File: src/rtl/pipeline_pkg.sv
`default_nettype none
// pipeline_pkg: types and constants shared by the pipeline front end.
// Revision: 1.0
package pipeline_pkg;

  typedef enum logic [1:0] {
    REQ  = 2'd0,
    WAIT = 2'd1,
    HOLD = 2'd2,
    DROP = 2'd3
  } fetch_state_t;

  localparam logic [31:0] NOP_INSTR = 32'h0000_0013;
  localparam int          PC_STEP   = 4;

endpackage
`default_nettype wire

File: src/rtl/fetch_unit.sv
`default_nettype none
// fetch_unit: instruction-fetch front end; owns the PC, one outstanding imem fetch.
// Revision: 1.0
module fetch_unit
  import pipeline_pkg::*;
#(
  parameter int                    DATA_WIDTH = 32,
  parameter logic [DATA_WIDTH-1:0] RESET_PC   = '0,
  parameter logic [DATA_WIDTH-1:0] NOP_INSTR  = DATA_WIDTH'(pipeline_pkg::NOP_INSTR)
) (
  input  logic                  clk,
  input  logic                  rst,
  input  logic                  stall_i,
  input  logic                  redirect_i,
  input  logic [DATA_WIDTH-1:0] redirect_pc_i,
  output logic                  imem_req_o,
  output logic [DATA_WIDTH-1:0] imem_addr_o,
  input  logic                  imem_gnt_i,
  input  logic                  imem_rvalid_i,
  input  logic [DATA_WIDTH-1:0] imem_rdata_i,
  output logic [DATA_WIDTH-1:0] instr_o,
  output logic [DATA_WIDTH-1:0] pc_o,
  output logic [DATA_WIDTH-1:0] pc_plus4_o,
  output logic                  valid_o
);

  localparam logic [DATA_WIDTH-1:0] STEP = DATA_WIDTH'(PC_STEP);

  fetch_state_t          state;
  logic [DATA_WIDTH-1:0] pc_q;
  logic [DATA_WIDTH-1:0] buf_q;
  logic [DATA_WIDTH-1:0] pc_next;
  logic [DATA_WIDTH-1:0] redirect_target;
  logic                  deliver;
  logic                  unused_redirect_low;

  // Targets are word aligned; the low bits of the redirect PC are dropped.
  assign redirect_target     = {redirect_pc_i[DATA_WIDTH-1:2], 2'b00};
  assign unused_redirect_low = ^redirect_pc_i[1:0];
  assign pc_next             = pc_q + STEP;

  always_ff @(posedge clk) begin
    if (rst) begin
      state <= REQ;
      pc_q  <= RESET_PC;
      buf_q <= NOP_INSTR;
    end else if (redirect_i) begin
      pc_q <= redirect_target;
      // A fetch already granted must still drain its rvalid before re-issuing.
      case (state)
        REQ:     state <= imem_gnt_i    ? DROP : REQ;
        WAIT:    state <= imem_rvalid_i ? REQ  : DROP;
        HOLD:    state <= REQ;
        DROP:    state <= imem_rvalid_i ? REQ  : DROP;
        default: state <= REQ;
      endcase
    end else begin
      case (state)
        REQ: begin
          if (imem_gnt_i) state <= WAIT;
        end
        WAIT: begin
          if (imem_rvalid_i) begin
            if (stall_i) begin
              buf_q <= imem_rdata_i;
              state <= HOLD;
            end else begin
              pc_q  <= pc_next;
              state <= REQ;
            end
          end
        end
        HOLD: begin
          if (!stall_i) begin
            pc_q  <= pc_next;
            state <= REQ;
          end
        end
        DROP: begin
          if (imem_rvalid_i) state <= REQ;
        end
        default: state <= REQ;
      endcase
    end
  end

  assign deliver = !rst && !redirect_i &&
                   (((state == WAIT) && imem_rvalid_i) || (state == HOLD));

  assign imem_req_o  = !rst && (state == REQ);
  assign imem_addr_o = pc_q;
  assign valid_o     = deliver;
  assign instr_o     = !deliver        ? NOP_INSTR :
                       (state == HOLD) ? buf_q     : imem_rdata_i;
  assign pc_o        = rst ? '0 : pc_q;
  assign pc_plus4_o  = rst ? '0 : pc_next;

endmodule
`default_nettype wire

File: config.mk
export PLATFORM = sky130hd
export DESIGN_NAME = fetch_unit
export DESIGN_NICKNAME = d
export VERILOG_FILES = /design/src/rtl/pipeline_pkg.sv /design/src/rtl/fetch_unit.sv
export SDC_FILE = /design/constraint.sdc
export NUM_CORES = 1
export LEC_CHECK = 0
export ABC_AREA = 1
export BUFFER_PORTS_ARGS = -buffer_cell sky130_fd_sc_hd__buf_2
export CAP_MARGIN = 20
export CORE_ASPECT_RATIO = 1.5
export CORE_MARGIN = 2
export CORE_UTILIZATION = 39
export DETAILED_ROUTE_END_ITERATION = 12
export GPL_ROUTABILITY_DRIVEN = 0
export GPL_TIMING_DRIVEN = 1
export HOLD_SLACK_MARGIN = 0.08
export PLACE_DENSITY = 0.77
export SLEW_MARGIN = 20
export SYNTH_ARGS = -nofsm -noshare
export SYNTH_HDL_FRONTEND = slang
export SYNTH_SLANG_ARGS = --single-unit
File: constraint.sdc
create_clock -name clk -period 1.6 [get_ports clk]
set_input_delay 0.32 -clock clk [delete_from_list [all_inputs] [get_ports clk]]
set_output_delay 0.32 -clock clk [all_outputs]
set_load 0.005 [all_outputs]
==> results.cfg, run 1 <==
[run_status]
outcome = finished with violations
violations = setup timing

[worst_setup_path]
cp.arrival_ns = 1.87
start_kind = flip-flop
worst_r2r_path_depth = 12
crit_required_ns = 1.28
cp_max_fo = 5
path_class = flip-flop to output port
endpoint_kind = output port

[floorplan]
initial_core_util_pct = 39.8
die_w_um = 90.2
die_area_mm2 = 0.0120
row_count = 47
die_h_um = 133
ios = 200
coreArea_mm2 = 0.0109

[clock_network]
cts_hold_buffers = 0
cts_tree = built
cts_sinks = 64
root_buffer = clkbuf_16
clk_path_buf_depth = 2
cts_made_buffers = 9
cts_max_level = 3
clk_latency_ns = 0.33
clk_pin_slew_ns = 0.05

[place]
dp_cells = 1122
portBuffers = 191
hpwl_um = 11000

[routing]
vias_per_cell = 5.12
ant_nets = 0
num_vias = 5983
wirelength_um = 17100
dr.pass1.iters = 5
wl_per_cell_um = 14.6
drtIter0Drc = 295
drc_errors = 0

[timing]
max_freq_mhz = 457
worst_slack_ns = -0.587
timing.final.crit_share_pct = 137
slew_viol_final = 0
period_needed_ns = 2.19
finClkSkew_ns = 0.00912
timing.hold.ws_ns = 0.223
hold_viol = 0
rsz0062_at_grt = true
setup_viol = 68

[synthesis]
synth_ff_type = dfxtp_1
synth_top_cell_by_area = dfxtp_1
yosysTopAreaCellShare_pct = 29.5
async_flop_share_pct = 0
synthCells = 741
synth_edf_count = 0
netlist_area_mm2 = 0.00435
ys_warn_count = 0
synth_area_leaders = dfxtp_1 (29%), nand2_1 (15%), nor2_1 (15%)
syn_avg_cell_area_um2 = 5.87
synth-seq-cells = 64
synth_cell_type_count = 35
seq_area_frac_synth_pct = 29.5

[power_and_ir_drop]
p_leak_nw = 3.55
power_density_mw_per_mm2 = 710
max-vdd-ir-drop_mv = 0.566

[min_path]
hold_depth = 3
worstHoldPathType = input port to flip-flop

[layout]
area_growth_pct = 64.3
fin_nets = 1089
fin_cells = 1169
drive_gt1_share_pct = 44.9

[global_route]
gr-usage-all-layers_pct = 26.9
overflow = 0
antenna_found_initial = 1
grt_pass1_wl_um = 26500
grt_max_degree = 64
grt_pass1_vias = 5657

[flow_run]
drv_cap = 0
## synth_stat cells, drive strengths merged, types with 2 or more instances
| master | instances |
|---|---|
| nor2 | 189 |
| nand3b | 2 |
| nor3 | 2 |
| dfxtp | 64 |
| a21oi | 50 |
| o21ai | 63 |
| nand2 | 188 |
| xor2 | 7 |
| inv | 49 |
| and2 | 4 |
| nand4 | 3 |
| clkbuf | 18 |
| nand3 | 67 |
| buf | 29 |
## state kept, by name (all words and copies together), names as in the netlist
| register | count |
|---|---|
| buf_q | 32 |
| imem_addr_o | 30 |
| state | 2 |
## cells in the final DEF (no fill, tap or decap), drive strengths merged, types with 7 or more instances in the layout
| cell type | netlist | final |
|---|---|---|
| buf | 29 | 308 |
| nor2 | 189 | 189 |
| nand2 | 188 | 188 |
| nand3 | 67 | 67 |
| dfxtp | 64 | 64 |
| o21ai | 63 | 63 |
| a21oi | 50 | 50 |
| inv | 49 | 49 |
| clkbuf | 18 | 10 |
| xor2 | 7 | 7 |
## layout make-up
type,count,area [um2]
inverter,49,199
tap,147,184
multi-input combinational,586,3130
antenna,1,2.50
sequential,64,1310
fill,975,3790
timing repair buffer,308,2040
clock buffer,10,229
clock inverter,4,47.5
## worst max-delay path: stages (launching register included)
cell	delay (ns)
dfxtp_4	0.36
buf_6	0.11
inv_4	0.03
nor2_4	0.18
nand2_4	0.11
nor2_4	0.24
buf_4	0.16
nand3_2	0.08
a21oi_2	0.13
buf_2	0.12
## worst paths after layout
kind                            slack (ns)         endpoint            start
worst min register to register        0.46         buf_q[1]         buf_q[1]
worst max-delay path                 -0.59   pc_plus4_o[31]   imem_addr_o[2]
worst min-delay path                  0.22         buf_q[1]  imem_rdata_i[1]
worst max register to register       -0.09  imem_addr_o[23]   imem_addr_o[2]
## repair_timing
item	4_1_cts	5_1_grt
resized for setup	96	64
endpoints found under the setup margin	64	82
pin swaps	34	35
gates cloned	3	0
setup buffers	29	17
## stage by stage
| stage | setup WS (ns) | power [mW] | setup TNS, ns | util, % | area (um2) |
|---|---|---|---|---|---|
| floorplan | 0.00399 | 2.41 | 0 | - | 4390 |
| global placement | -0.255 | 2.94 | -3.20 | 54.6 | 5970 |
| detailed placement | -0.256 | 2.96 | -3.80 | 54.6 | 5970 |
| CTS | -0.496 | 5.01 | -21.28 | 63.0 | 6890 |
| global route | -0.648 | 5.30 | -26.56 | 65.3 | 7140 |
| finish | -0.587 | 5.07 | -21.34 | 65.3 | 7150 |
## power breakdown
group	total, mW	leakage (nW)	switching, mW	internal, mW
sequential	1.79	0.528	0.0926	1.70
clock	1.89	0.134	0.709	1.18
combinational	1.39	2.89	0.772	0.617
total	5.07	3.55	1.57	3.50
## metal layers
layer | part of all wire (%) | vias up | track usage (%)
met5 | 0 | - | 0
met4 | 3.9 | 0 | 12.1
met3 | 6.9 | 48 | 5.09
met2 | 54 | 283 | 50.3
met1 | 35 | 2755 | 29.1
li1 | - | 2897 | -
## cells by family (layout without fill, tap and decap cells)
| kind of cell | after synthesis | count (layout) | share of synthesized area [%] |
|---|---|---|---|
| buffers and inverters | 96 | 371 | 10.2 |
| AO/OA/AOI/OAI | 116 | 116 | 13.5 |
| adder cells (fa/ha/maj) | 1 | 1 | 0.288 |
| AND/OR/NAND/NOR | 455 | 455 | 44.6 |
| XOR/XNOR | 8 | 8 | 1.78 |
| flip-flops | 64 | 64 | 29.5 |
| other | 1 | 7 | 0.0862 |
(Power assumes the default switching activity.)
==> inputs of run 2 (changes only) <==
--- a/config.mk
+++ b/config.mk
@@ -7,3 +7,2 @@
 export LEC_CHECK = 0
-export ABC_AREA = 1
 export BUFFER_PORTS_ARGS = -buffer_cell sky130_fd_sc_hd__buf_2
@@ -17,3 +16,3 @@
 export HOLD_SLACK_MARGIN = 0.08
-export PLACE_DENSITY = 0.77
+export PLACE_DENSITY = 0.78
 export SLEW_MARGIN = 20
--- a/constraint.sdc
+++ b/constraint.sdc
@@ -3,2 +3,2 @@
 set_output_delay 0.32 -clock clk [all_outputs]
-set_load 0.005 [all_outputs]
+set_load 0.1 [all_outputs]
==> run 2 against run 1 <==
  * The flow now stops in global routing
  * Synthesized area shrank 2.8%
  * Synthesized cell count shrank 15%
==> results.cfg, run 2 <==
[synthesis]
ys_warn_count = 0
synth.most_common_cell = nand2_1
syn_avg_cell_area_um2 = 6.73
synth_area_leaders = dfxtp_1 (30%), nand2_1 (13%), a21oi_1 (8.1%)
synth_top_cell_by_area = dfxtp_1
synth_edf_count = 0
netlist_area_mm2 = 0.00423
yosysTopAreaCellShare_pct = 30.3
synth_ff_type = dfxtp_1
synth_cell_type_count = 43
yosys-top-cells-count = nand2_1 (151), a21oi_1 (68), dfxtp_1 (64)
seq_area_frac_synth_pct = 30.3
async_flop_share_pct = 0
synth-seq-cells = 64
synthCells = 628

[clock_network]
root_buffer = clkbuf_16
clk_path_buf_depth = 2
cts_hold_buffers = 0
cts_max_level = 3
cts_made_buffers = 9
cts_sinks = 64

[place]
portBuffers = 191
hpwl_um = 13600

[floorplan]
row_count = 46
initial_core_util_pct = 39.9
ios = 200
die_w_um = 89.0
die_h_um = 131

[run_status]
lastStage = global routing
outcome = aborted with a tool error
firstError = [ERROR DPL-0038] Utilization greater than 100%, impossible to legalize

[global_route]
grt_max_degree = 39

[timing]
worst_endpoint_kind = top-level output
grt_repair_worst_endpoint = pc_plus4_o[31]
## run 2: changes by cell type after synthesis, sizes merged, moves of 33 or more
cell    delta
inv       -45
xnor2     +33
nor2     -126
clkbuf    +34
nand3     -52
nand2     -37
o21ai     -56
## run 2: stage by stage
step / hold WS, ns / cells / setup TNS [ns] / instance area [um2] / worst slack (ns)
4_1_cts: 0.226 / 1052 / -44.79 / 10100 / -0.989
3_5_place_dp: 0.451 / 985 / -24.18 / 8430 / -0.739
3_3_place_gp: 0.442 / 985 / -20.52 / 8430 / -0.730
2_1_floorplan: 0.433 / 633 / -50.87 / 5710 / -1.40
## run 2: kinds of logic after synthesis
logic type / synth area share (%)
fa+ha+maj: 0.296
xor+xnor: 9.54
compound gates: 15.8
simple gates: 36.4
buf+inv: 7.55
flops: 30.3
other cells: 0.0888
## run 2: repair_timing
action	4_1_cts
resized for setup	186
setup buffers	52
cloned	6
endpoints found under the setup margin	104
pin swaps	81
==> inputs of run 3 (changes only) <==
CORE_ASPECT_RATIO = not set   (was 1.5)
CORE_UTILIZATION = 24   (was 39)
HOLD_SLACK_MARGIN = not set   (was 0.08)
PLACE_DENSITY = not set   (was 0.78)
PLACE_DENSITY_LB_ADDON = 0.15   (was not set)
clock period = 2.1 ns   (was 1.6 ns; I/O delays follow)
==> run 3 against run 2 <==
  * The flow now finishes, with violations (setup timing)
  * Synthesized cell count unchanged
  * Synthesized area unchanged
==> results.cfg, run 3 <==
[place]
post_dp_cell_area_mm2 = 0.00827
portBuffers = 191
hpwl_um = 13400
dp_cells = 1056

[clock_network]
cts_max_level = 3
clk_path_buf_depth = 2
root_buffer = clkbuf_16
clk_latency_ns = 0.33
cts_made_buffers = 9
clk_pin_slew_ns = 0.05
cts_hold_buffers = 0
cts_sinks = 64
cts_tree = built

[routing]
wl_met2_um = 9880
met1Wirelength_um = 8080
highest_layer = met5
drc_errors = 0
drtIter0Drc = 219
dr_wl_met3_um = 1170
ant_nets = 0
wl_per_cell_um = 17.4
num_vias = 5509
wirelength_um = 19500
vias_per_cell = 4.92
dr.pass1.iters = 4

[synthesis]
async_flop_share_pct = 0
ys_warn_count = 0
netlist_area_mm2 = 0.00423
synthCells = 628
synth_cell_type_count = 43
seq_area_frac_synth_pct = 30.3
yosysTopAreaCellShare_pct = 30.3
synth_area_leaders = dfxtp_1 (30%), nand2_1 (13%), a21oi_1 (8.1%)
synth.most_common_cell = nand2_1
synth-seq-cells = 64
yosys-top-cells-count = nand2_1 (151), a21oi_1 (68), dfxtp_1 (64)
syn_avg_cell_area_um2 = 6.73
synth_ff_type = dfxtp_1
synth_top_cell_by_area = dfxtp_1
synth_edf_count = 0

[worst_setup_path]
start_kind = flip-flop
path_class = flip-flop to output port
rr_endpoint = imem_addr_o[31]
crit_required_ns = 1.68
endpoint_kind = output port
cp_max_fo = 2
crit_path_start = imem_addr_o[21]
cp.arrival_ns = 2.27
timing.rr.start = imem_addr_o[21]
cp-endpoint = pc_plus4_o[31]
worst_r2r_path_depth = 7
rrSetupSlack_ns = -0.13

[layout]
regArea_mm2 = 0.00138
fin_area_mm2 = 0.00978
drive_gt1_share_pct = 60.8
final_util_pct = 56.7
multi_input_area_mm2 = 0.00419
layout_common_cells = nand2_1 (149), buf_12 (106), buf_2 (96), buf_4 (72), a21oi_1 (37)
largest_reg_flops = 32
largest-register = buf_q
fill_cells = 1478
area_growth_pct = 131
fin_cells = 1120
layout_commonest_cell = nand2_1
fin_nets = 959

[timing]
final.setup.tns_ns = -15.06
timing.hold.ws_ns = 0.318
timing.final.crit_share_pct = 128
relSlewSlack_pct = 65.8
finClkSkew_ns = 0.00506
max_freq_mhz = 371
setup_viol = 57
slew_viol_final = 0
tightest_slew_ns = 0.516
rsz0062_at_grt = true
worst_slack_ns = -0.594
hold_viol = 0
period_needed_ns = 2.69

[floorplan]
ios = 200
die_area_mm2 = 0.0187
coreArea_mm2 = 0.0172
row_count = 48
die_w_um = 137
die_h_um = 137
initial_core_util_pct = 24.5

[global_route]
overflow = 0
grt_pass1_vias = 5606
grt_max_degree = 33
antenna_found_initial = 4
grt_pass1_wl_um = 29600
gr-usage-all-layers_pct = 20.3

[flow_run]
drv_cap = 0

[power_and_ir_drop]
power_density_mw_per_mm2 = 507
max-vdd-ir-drop_mv = 0.337
p_leak_nw = 3.78

[run_status]
violations = setup timing
outcome = finished with violations

[min_path]
worstHoldPathType = input port to flip-flop
==> run 3: cell counts after synthesis <==
No cell type changed its count.
==> run 3: cells by family (layout without fill, tap and decap cells) <==
group | after synthesis | after routing | synth area share (%)
other | 1 | 8 | 0.0888
AND/OR/NAND/NOR | 330 | 331 | 36.4
adder cells (fa/ha/maj) | 1 | 1 | 0.296
flip-flops | 64 | 64 | 30.3
XOR/XNOR | 46 | 46 | 9.54
buffers and inverters | 74 | 333 | 7.55
AO/OA/AOI/OAI | 112 | 112 | 15.8
==> run 3: how the worst min path moves through the flow <==
stage,start,endpoint,slack [ns],cells after the start
2_1_floorplan,buf_q[10],buf_q[10],0.44,2
3_3_place_gp,buf_q[5],buf_q[5],0.44,2
3_5_place_dp,buf_q[19],buf_q[19],0.45,2
4_1_cts,imem_rdata_i[1],buf_q[1],0.31,3
5_1_grt,redirect_pc_i[6],imem_addr_o[6],0.34,3
6_report,imem_rdata_i[1],buf_q[1],0.32,3
==> run 3: power breakdown <==
| group | internal, mW | total [mW] | switching [mW] |
|---|---|---|---|
| Combinational | 0.751 | 2.28 | 1.53 |
| Sequential | 1.26 | 1.31 | 0.0447 |
| Clock | 0.828 | 1.37 | 0.538 |
==> run 3: worst max-delay path, stage by stage (launching register included) <==
cell and delay, ns:
dfxtp_4 0.34, nand4_1 0.14, nor3_2 0.23, or4b_4 0.53, or3_4 0.36, a21oi_4 0.16
buf_12 0.19
==> run 3: what timing repair did <==
item,4_1_cts,5_1_grt
setup endpoints to repair,63,70
gates cloned,5,0
gates resized for setup,96,63
setup buffers,34,22
pin swaps,36,43
endpoints found under the hold margin,0,0
==> run 3: layer usage <==
metal	global-route usage (%)	up-vias
li1	-	2636
met1	26.0	2678
met2	34.1	160
met3	4.52	31
met4	5.79	4
met5	0	-
==> run 3: area by class of cell <==
class                      instances  area share, %
multi-input combinational        496           42.8
clock buffer                      13           2.56
antenna                            2         0.0512
tap                              225           2.88
clock inverter                     3          0.166
inverter                           5          0.230
timing repair buffer             312           37.2
sequential                        64           14.1
==> run 3: per-stage QoR <==
stage	power, mW	setup slack (ns)
after floorplan	2.80	-1.00
after global placement	3.42	-0.369
after detailed placement	3.44	-0.344
after CTS	4.93	-0.579
after global routing	5.13	-0.670
final	4.96	-0.594
